--- config.mk ---
export PLATFORM = sky130hd
export DESIGN_NAME = mul_arbiter
export DESIGN_NICKNAME = d
export VERILOG_FILES = /design/src/rtl/mul_arb_pkg.sv /design/src/rtl/rr_picker.sv /design/src/rtl/mul_arbiter.sv
export SDC_FILE = /design/constraint.sdc
export NUM_CORES = 1
export LEC_CHECK = 0
export ABC_AREA = 1
export BUFFER_PORTS_ARGS = -buffer_cell sky130_fd_sc_hd__buf_2
export CORE_ASPECT_RATIO = 1.5
export CORE_MARGIN = 10
export CORE_UTILIZATION = 35
export CTS_BUF_LIST = sky130_fd_sc_hd__clkbuf_2 sky130_fd_sc_hd__clkbuf_4 sky130_fd_sc_hd__clkbuf_8
export DETAILED_ROUTE_END_ITERATION = 7
export PLACE_DENSITY = 0.71
export SYNTH_ARGS = -nofsm -noshare
export SYNTH_HDL_FRONTEND = slang
export SYNTH_HIERARCHICAL = 1
export SYNTH_SLANG_ARGS = --single-unit
--- constraint.sdc ---
create_clock -name clk_i -period 2.1 [get_ports clk_i]
set_input_delay 0.21 -clock clk_i [delete_from_list [all_inputs] [get_ports clk_i]]
set_output_delay 0.21 -clock clk_i [all_outputs]
set_load 0.05 [all_outputs]
--- src/rtl/mul_arb_pkg.sv ---
// mul_arb_pkg: shared types and default sizing for the multiplier arbiter.
//   state_e - arbiter sequencing states (2 bits)
//   Def*    - default requester count, operand width and watchdog limit
//   idx_t   - requester index type for the default requester count
package mul_arb_pkg;

  localparam int unsigned DefNreq    = 4;
  localparam int unsigned DefW       = 4;
  localparam int unsigned DefTimeout = 15;
  localparam int unsigned DefIdxW    = $clog2(DefNreq);

  typedef logic [DefIdxW-1:0] idx_t;

  typedef enum logic [1:0] {
    StIdle  = 2'd0,
    StIssue = 2'd1,
    StWait  = 2'd2,
    StResp  = 2'd3
  } state_e;

endpackage

--- src/rtl/rr_picker.sv ---
// rr_picker: combinational round-robin picker.
//   req_i   - request vector
//   ptr_i   - index with highest priority this round
//   found_o - at least one request is set
//   idx_o   - first set request at or after ptr_i, wrapping modulo Nreq
module rr_picker #(
  parameter int unsigned Nreq = 4,
  parameter int unsigned IdxW = $clog2(Nreq)
) (
  input  logic [Nreq-1:0] req_i,
  input  logic [IdxW-1:0] ptr_i,
  output logic            found_o,
  output logic [IdxW-1:0] idx_o
);

  int unsigned cand;

  always_comb begin
    found_o = 1'b0;
    idx_o   = '0;
    cand    = 0;
    // Scan farthest offset first so the candidate nearest ptr_i is the last one written.
    for (int unsigned off = Nreq; off > 0; off--) begin
      cand = (32'(ptr_i) + off - 1) % Nreq;
      if (req_i[IdxW'(cand)]) begin
        found_o = 1'b1;
        idx_o   = IdxW'(cand);
      end
    end
  end

endmodule

--- src/rtl/mul_arbiter.sv ---
// mul_arbiter: round-robin scheduler sharing one shift-add multiplier among Nreq requesters.
// Optional feature macro: MUL_ARB_TIMEOUT_EN (WAIT watchdog, reports resp_err_o).
//   clk_i, rst_ni          - clock, synchronous active-low reset
//   req_i, op_a_i, op_b_i  - per-requester request level and packed operand slices
//   gnt_o                  - one-hot one-cycle grant
//   mul_start_o, mul_a_o/b - start pulse and latched operands to the multiplier
//   mul_done_i, mul_result_i - completion and product from the multiplier
//   resp_*                 - valid/ready response carrying requester index and product
//   busy_o                 - arbiter not idle
module mul_arbiter
  import mul_arb_pkg::*;
#(
  parameter int unsigned Nreq    = DefNreq,
  parameter int unsigned W       = DefW,
  parameter int unsigned Timeout = DefTimeout,
  localparam int unsigned IdxW   = $clog2(Nreq)
) (
  input  logic              clk_i,
  input  logic              rst_ni,
  input  logic [Nreq-1:0]   req_i,
  input  logic [Nreq*W-1:0] op_a_i,
  input  logic [Nreq*W-1:0] op_b_i,
  output logic [Nreq-1:0]   gnt_o,
  output logic              mul_start_o,
  output logic [W-1:0]      mul_a_o,
  output logic [W-1:0]      mul_b_o,
  input  logic              mul_done_i,
  input  logic [2*W-1:0]    mul_result_i,
  output logic              resp_valid_o,
  input  logic              resp_ready_i,
  output logic [IdxW-1:0]   resp_id_o,
  output logic [2*W-1:0]    resp_data_o,
  output logic              resp_err_o,
  output logic              busy_o
);

  state_e            state_q, state_d;
  logic [IdxW-1:0]   ptr_q, ptr_d;
  logic [IdxW-1:0]   id_q, id_d;
  logic [W-1:0]      a_q, a_d, b_q, b_d;
  logic [2*W-1:0]    data_q, data_d;
  logic [Nreq-1:0]   gnt_q, gnt_d;
  logic              start_q, start_d;
  logic              valid_q, valid_d;
  logic              busy_q, busy_d;
  logic              found;
  logic [IdxW-1:0]   win;
  logic              timeout;

  rr_picker #(
    .Nreq (Nreq),
    .IdxW (IdxW)
  ) u_picker (
    .req_i   (req_i),
    .ptr_i   (ptr_q),
    .found_o (found),
    .idx_o   (win)
  );

`ifdef MUL_ARB_TIMEOUT_EN
  localparam int unsigned CntW = ($clog2(Timeout + 1) > 4) ? $clog2(Timeout + 1) : 4;

  logic [CntW-1:0] cnt_q, cnt_d;
  logic            err_q, err_d;

  assign timeout = (cnt_q == CntW'(Timeout - 1));

  always_comb begin
    cnt_d = cnt_q;
    err_d = err_q;
    if (state_q == StIssue) begin
      cnt_d = '0;
    end else if (state_q == StWait) begin
      cnt_d = cnt_q + 1'b1;
      if (mul_done_i) begin
        err_d = 1'b0;
      end else if (timeout) begin
        err_d = 1'b1;
      end
    end else if (state_q == StResp && resp_ready_i) begin
      err_d = 1'b0;
    end
  end

  always_ff @(posedge clk_i) begin
    if (!rst_ni) begin
      cnt_q <= '0;
      err_q <= 1'b0;
    end else begin
      cnt_q <= cnt_d;
      err_q <= err_d;
    end
  end

  assign resp_err_o = err_q;
`else
  assign timeout    = 1'b0;
  assign resp_err_o = 1'b0;
`endif

  always_comb begin
    state_d = state_q;
    ptr_d   = ptr_q;
    id_d    = id_q;
    a_d     = a_q;
    b_d     = b_q;
    data_d  = data_q;
    gnt_d   = '0;
    start_d = 1'b0;
    valid_d = 1'b0;
    unique case (state_q)
      StIdle: begin
        if (found) begin
          state_d    = StIssue;
          a_d        = op_a_i[32'(win)*W +: W];
          b_d        = op_b_i[32'(win)*W +: W];
          id_d       = win;
          ptr_d      = (win == IdxW'(Nreq - 1)) ? '0 : win + 1'b1;
          gnt_d[win] = 1'b1;
          start_d    = 1'b1;
        end
      end
      StIssue: state_d = StWait;
      StWait: begin
        if (mul_done_i) begin
          data_d  = mul_result_i;
          state_d = StResp;
          valid_d = 1'b1;
        end else if (timeout) begin
          data_d  = '0;
          state_d = StResp;
          valid_d = 1'b1;
        end
      end
      StResp: begin
        if (resp_ready_i) begin
          state_d = StIdle;
        end else begin
          valid_d = 1'b1;
        end
      end
      default: state_d = StIdle;
    endcase
    busy_d = (state_d != StIdle);
  end

  always_ff @(posedge clk_i) begin
    if (!rst_ni) begin
      state_q <= StIdle;
      ptr_q   <= '0;
      id_q    <= '0;
      a_q     <= '0;
      b_q     <= '0;
      data_q  <= '0;
      gnt_q   <= '0;
      start_q <= 1'b0;
      valid_q <= 1'b0;
      busy_q  <= 1'b0;
    end else begin
      state_q <= state_d;
      ptr_q   <= ptr_d;
      id_q    <= id_d;
      a_q     <= a_d;
      b_q     <= b_d;
      data_q  <= data_d;
      gnt_q   <= gnt_d;
      start_q <= start_d;
      valid_q <= valid_d;
      busy_q  <= busy_d;
    end
  end

  assign gnt_o        = gnt_q;
  assign mul_start_o  = start_q;
  assign mul_a_o      = a_q;
  assign mul_b_o      = b_q;
  assign resp_valid_o = valid_q;
  assign resp_id_o    = id_q;
  assign resp_data_o  = data_q;
  assign busy_o       = busy_q;

endmodule

==> impl.org <==
** Run status
- The run finished with clean final reports.

** Global routing
- Summed over all layers, the global routing overflow is 0.
- Global-route met2 utilization :: 0.219
- Number of antenna violations at the first check in global routing :: 0
- Maximum number of pins on one net before global-route repair :: 22
- For met1 alone, demand over resource in global routing was 0.117.
- For met3 alone, demand over resource in global routing was 0.0395.
- Number of global-route vias before repair :: 1681
- The layer flagged by global routing as most heavily used is met2.
- The first global-routing pass estimated 7.25 mm of wire.
- Total Routing Usage GR :: 0.120

** Yosys
- Synthesized cell area :: 1600 um2
- For this run, the number of Yosys warnings is 6.
- Top cells by area, synth :: sky130_fd_sc_hd__dfxtp_1, sky130_fd_sc_hd__nand2_1, sky130_fd_sc_hd__nand3_1
- Synthesized instance count :: 251
- Post-synthesis cell type count :: 23
- The number of nets in the synthesized netlist is 303.
- Of the synthesized area, sequential elements account for 0.364.
- After synthesis, the mean cell area works out to 6.36 um2.
- Synthesis-stage register bit count :: 29
- Fraction of post-synthesis cell area in the top cell type by area :: 0.364
- Yosys top cell by area :: sky130_fd_sc_hd__dfxtp_1

** Critical path
- For flop-to-flop paths, the worst setup slack is 0.22 ns.
- STA classifies the critical path endpoint as a register.
- Broken down by cell family, the worst path's largest delay share belongs to simple AND/OR/NAND/NOR gates.
- In this design, the critical path's most frequently occurring cell is sky130_fd_sc_hd__nand2_1.
- Chain of cells forming the critical path :: buf_4 -> nand2_1 -> o21ai_1 -> nand2_1 -> nand3_1 -> nand2_1 -> nand2_1 -> nand2_1 -> inv_4 -> ha_1 -> o21ai_0 -> nor2_1
- R2r startpoint :: ptr_q[0]
- For this run, the slowest stage of the critical path takes 0.40 ns.
- Count of buffering cells on the critical path with inverters included :: 2
- The worst register-to-register path has a depth of 12.
- Required time at the endpoint of the critical path :: 2.27 ns
- STA classifies the critical path startpoint as a register.
- The setup path with the least slack is of type register to register.
- At the worst endpoint, the arrival time is 2.06 ns.
- Critical register-to-register path endpoint :: ptr_q[1]
- CP Max Fanout :: 19
- For this design, the slowest cell found on the critical path is sky130_fd_sc_hd__dfxtp_2.

** STA
- Final setup violation count :: 0
- Across the routed clock network, the largest skew measured is 0.00731 ns.
- Setup slack after layout :: 0.216 ns
- The final count of hold timing violations came to 0.
- For this run, the top clock speed supported by timing is 0.531 GHz.
- Min Tclk post-route :: 1.88 ns
- Unrepaired setup endpoints after global routing :: no
- Total negative setup slack :: 0 ns
- In the finished design, the share of the clock period the worst path needs comes to 0.897.
- Number of slew-limit violations in the final report :: 0

** CTS
- In this run the clock root is driven by a sky130_fd_sc_hd__clkbuf_8.
- CTS sink count :: 29
- Clock tree from TritonCTS :: yes
- The clock passes through at most 2 buffers.
- Clk pin slew, worst setup/hold paths :: 0.06 ns
- Insertion delay of the later-clocked pin in the worst-skew pair :: 0.28 ns
- The H-tree generated during clock tree synthesis spans 2 levels.
- Post-CTS setup-driven buffer insertion count :: 0
- TritonCTS created 5 clock buffers.

** Worst hold path
- Number of stages on the worst hold path :: 3
- Beginning of the worst hold path :: mul_result_i[7]
- Worst Hold Path EP :: resp_data_o[7]
- Class of the tightest hold or removal check :: input pin to register

** Cells and area
- Area growth syn-to-layout :: 30.7%
- The repair_antennas step left the layout with diodes totalling 0.
- The finished cells cover 2090 um2.
- Post-layout instance count excluding filler cells :: 373
- The final layout contains 376 nets.
- Of the cells placed in the final design, the portion with a size suffix greater than 1 is 0.308.
- Number of inserted filler cells in the final layout :: 476

** Die
- Cell Rows :: 30
- The die covers 7710 um2.
- The initial utilization of the core area, before any placement, comes to 0.357.
- Core Area :: 4470 um2
- Measured along the x axis, the die boundary spans 75.1 um.
- The die is 103 um tall.
- Top-Level Pins :: 74

** Detailed routing
- Routed length per placed instance :: 12.2 um
- Using the TritonRoute via totals, the vias-per-cell ratio works out to 4.60.
- For this run, the detailed router's first-pass iteration total came to 4.
- Wires add up to 4.54 mm.
- Via count :: 1717
- In the routed design, unresolved DRC markers number 0.
- Antenna Violating Nets Remaining :: 0
- The first routing iteration left 119 violations.

** Placement
- The number of placed instances, taps included, is 365.
- Before CTS, the worst setup slack after placement is 0.109 ns.
- The HPWL after detailed placement is 3.67 mm.
- Cell area reported after detailed placement :: 1960 um2
- Number of buffers inserted by port buffering :: 72
- Final weighted congestion in routability-driven placement :: 0.779

** Pwr
- Worst voltage drop across the vdd grid :: 548 uV
- Leak pwr :: 1.24 nW
- Pwr per Cell Area :: 1670 nW/um2

** Run
- Across the run, the number of max-cap violations was 0.
[how the worst max path moves through the flow]
stage,to,cells after the start,from
after global placement,ptr_q[1],13,ptr_q[0]
after floorplan,ptr_q[1],14,ptr_q[0]
after CTS,ptr_q[1],12,ptr_q[0]
after detailed placement,ptr_q[1],12,ptr_q[0]
final,ptr_q[1],12,ptr_q[0]
after global routing,ptr_q[0],13,ptr_q[0]
[metal layers]
layer	share of wire	vias up
met1	0.37	754
met5	0	-
met4	0.024	0
met2	0.53	50
li1	-	905
met3	0.078	8
[area by class of cell]
| cell class | instances | area [um2] | share of cell area |
|---|---|---|---|
| clock buffer | 7 | 90.1 | 0.0432 |
| clock inverter | 1 | 30.0 | 0.0144 |
| inverter | 39 | 150 | 0.0720 |
| multi-input combinational | 173 | 783 | 0.376 |
| sequential | 29 | 582 | 0.279 |
| tap | 48 | 60.1 | 0.0288 |
| timing repair buffer | 76 | 390 | 0.187 |
[registers in the layout, summed over array words and instances, names as in the netlist]
signal / count
gnt_o: 4
resp_valid_o: 1
resp_id_o: 2
busy_o: 1
ptr_q: 2
mul_start_o: 1
resp_data_o: 8
state_q: 2
mul_b_o: 4
mul_a_o: 4
[stage by stage]
stage	total power, W	hold WS, ns	utilization
floorplan	0.00249	0.345	-
finish	0.00349	0.153	0.467
global placement	0.00287	0.431	0.440
CTS	0.00352	0.146	0.467
global route	0.00378	0.167	0.467
detailed placement	0.00291	0.441	0.440
[worst min-delay path: stages]
cell	delay [ns]
sky130_fd_sc_hd__buf_2	0.07
sky130_fd_sc_hd__nor2_1	0.03
sky130_fd_sc_hd__nor2_1	0.08
[power by group]
group | internal [W] | switching, W | total (W)
registers | 0.000733 | 0.000107 | 0.000841
logic | 0.000580 | 0.00146 | 0.00204
clock network | 0.000399 | 0.000204 | 0.000603
[Yosys cell counts (all sizes together)]
library cell and count:
buf 9, o21ai 15, clkbuf 1, dfxtp 29, ha 4, and2 1, clkinv 1, a21oi 9
nand3 27, a21boi 1, inv 38, conb 1, nor2 31, nand2 84
[logic make-up (layout without fill, tap and decap cells)]
kind of cell	after synthesis	count (layout)	share of synthesized area
buffers and inverters	49	123	0.145
adders and majority gates	4	4	0.0314
DFF	29	29	0.364
AOI/OAI and AO/OA	25	25	0.0823
and+or+nand+nor	143	143	0.375
other	1	1	0.00235
[cell usage in the layout, fill, tap and decap left out, drive strengths merged, types with 4 or more instances in the layout]
cell / count
inv: 38
nor2: 31
clkbuf: 7
dfxtp: 29
nand3: 27
o21ai: 15
ha: 4
a21oi: 9
buf: 76
nand2: 84
[what timing repair did]
item | in CTS | in global routing
hold buffers | 0 | 0
endpoints found under the setup margin | 0 | 2
resized for setup | 0 | 1
Power figures use the tool's default switching activity.
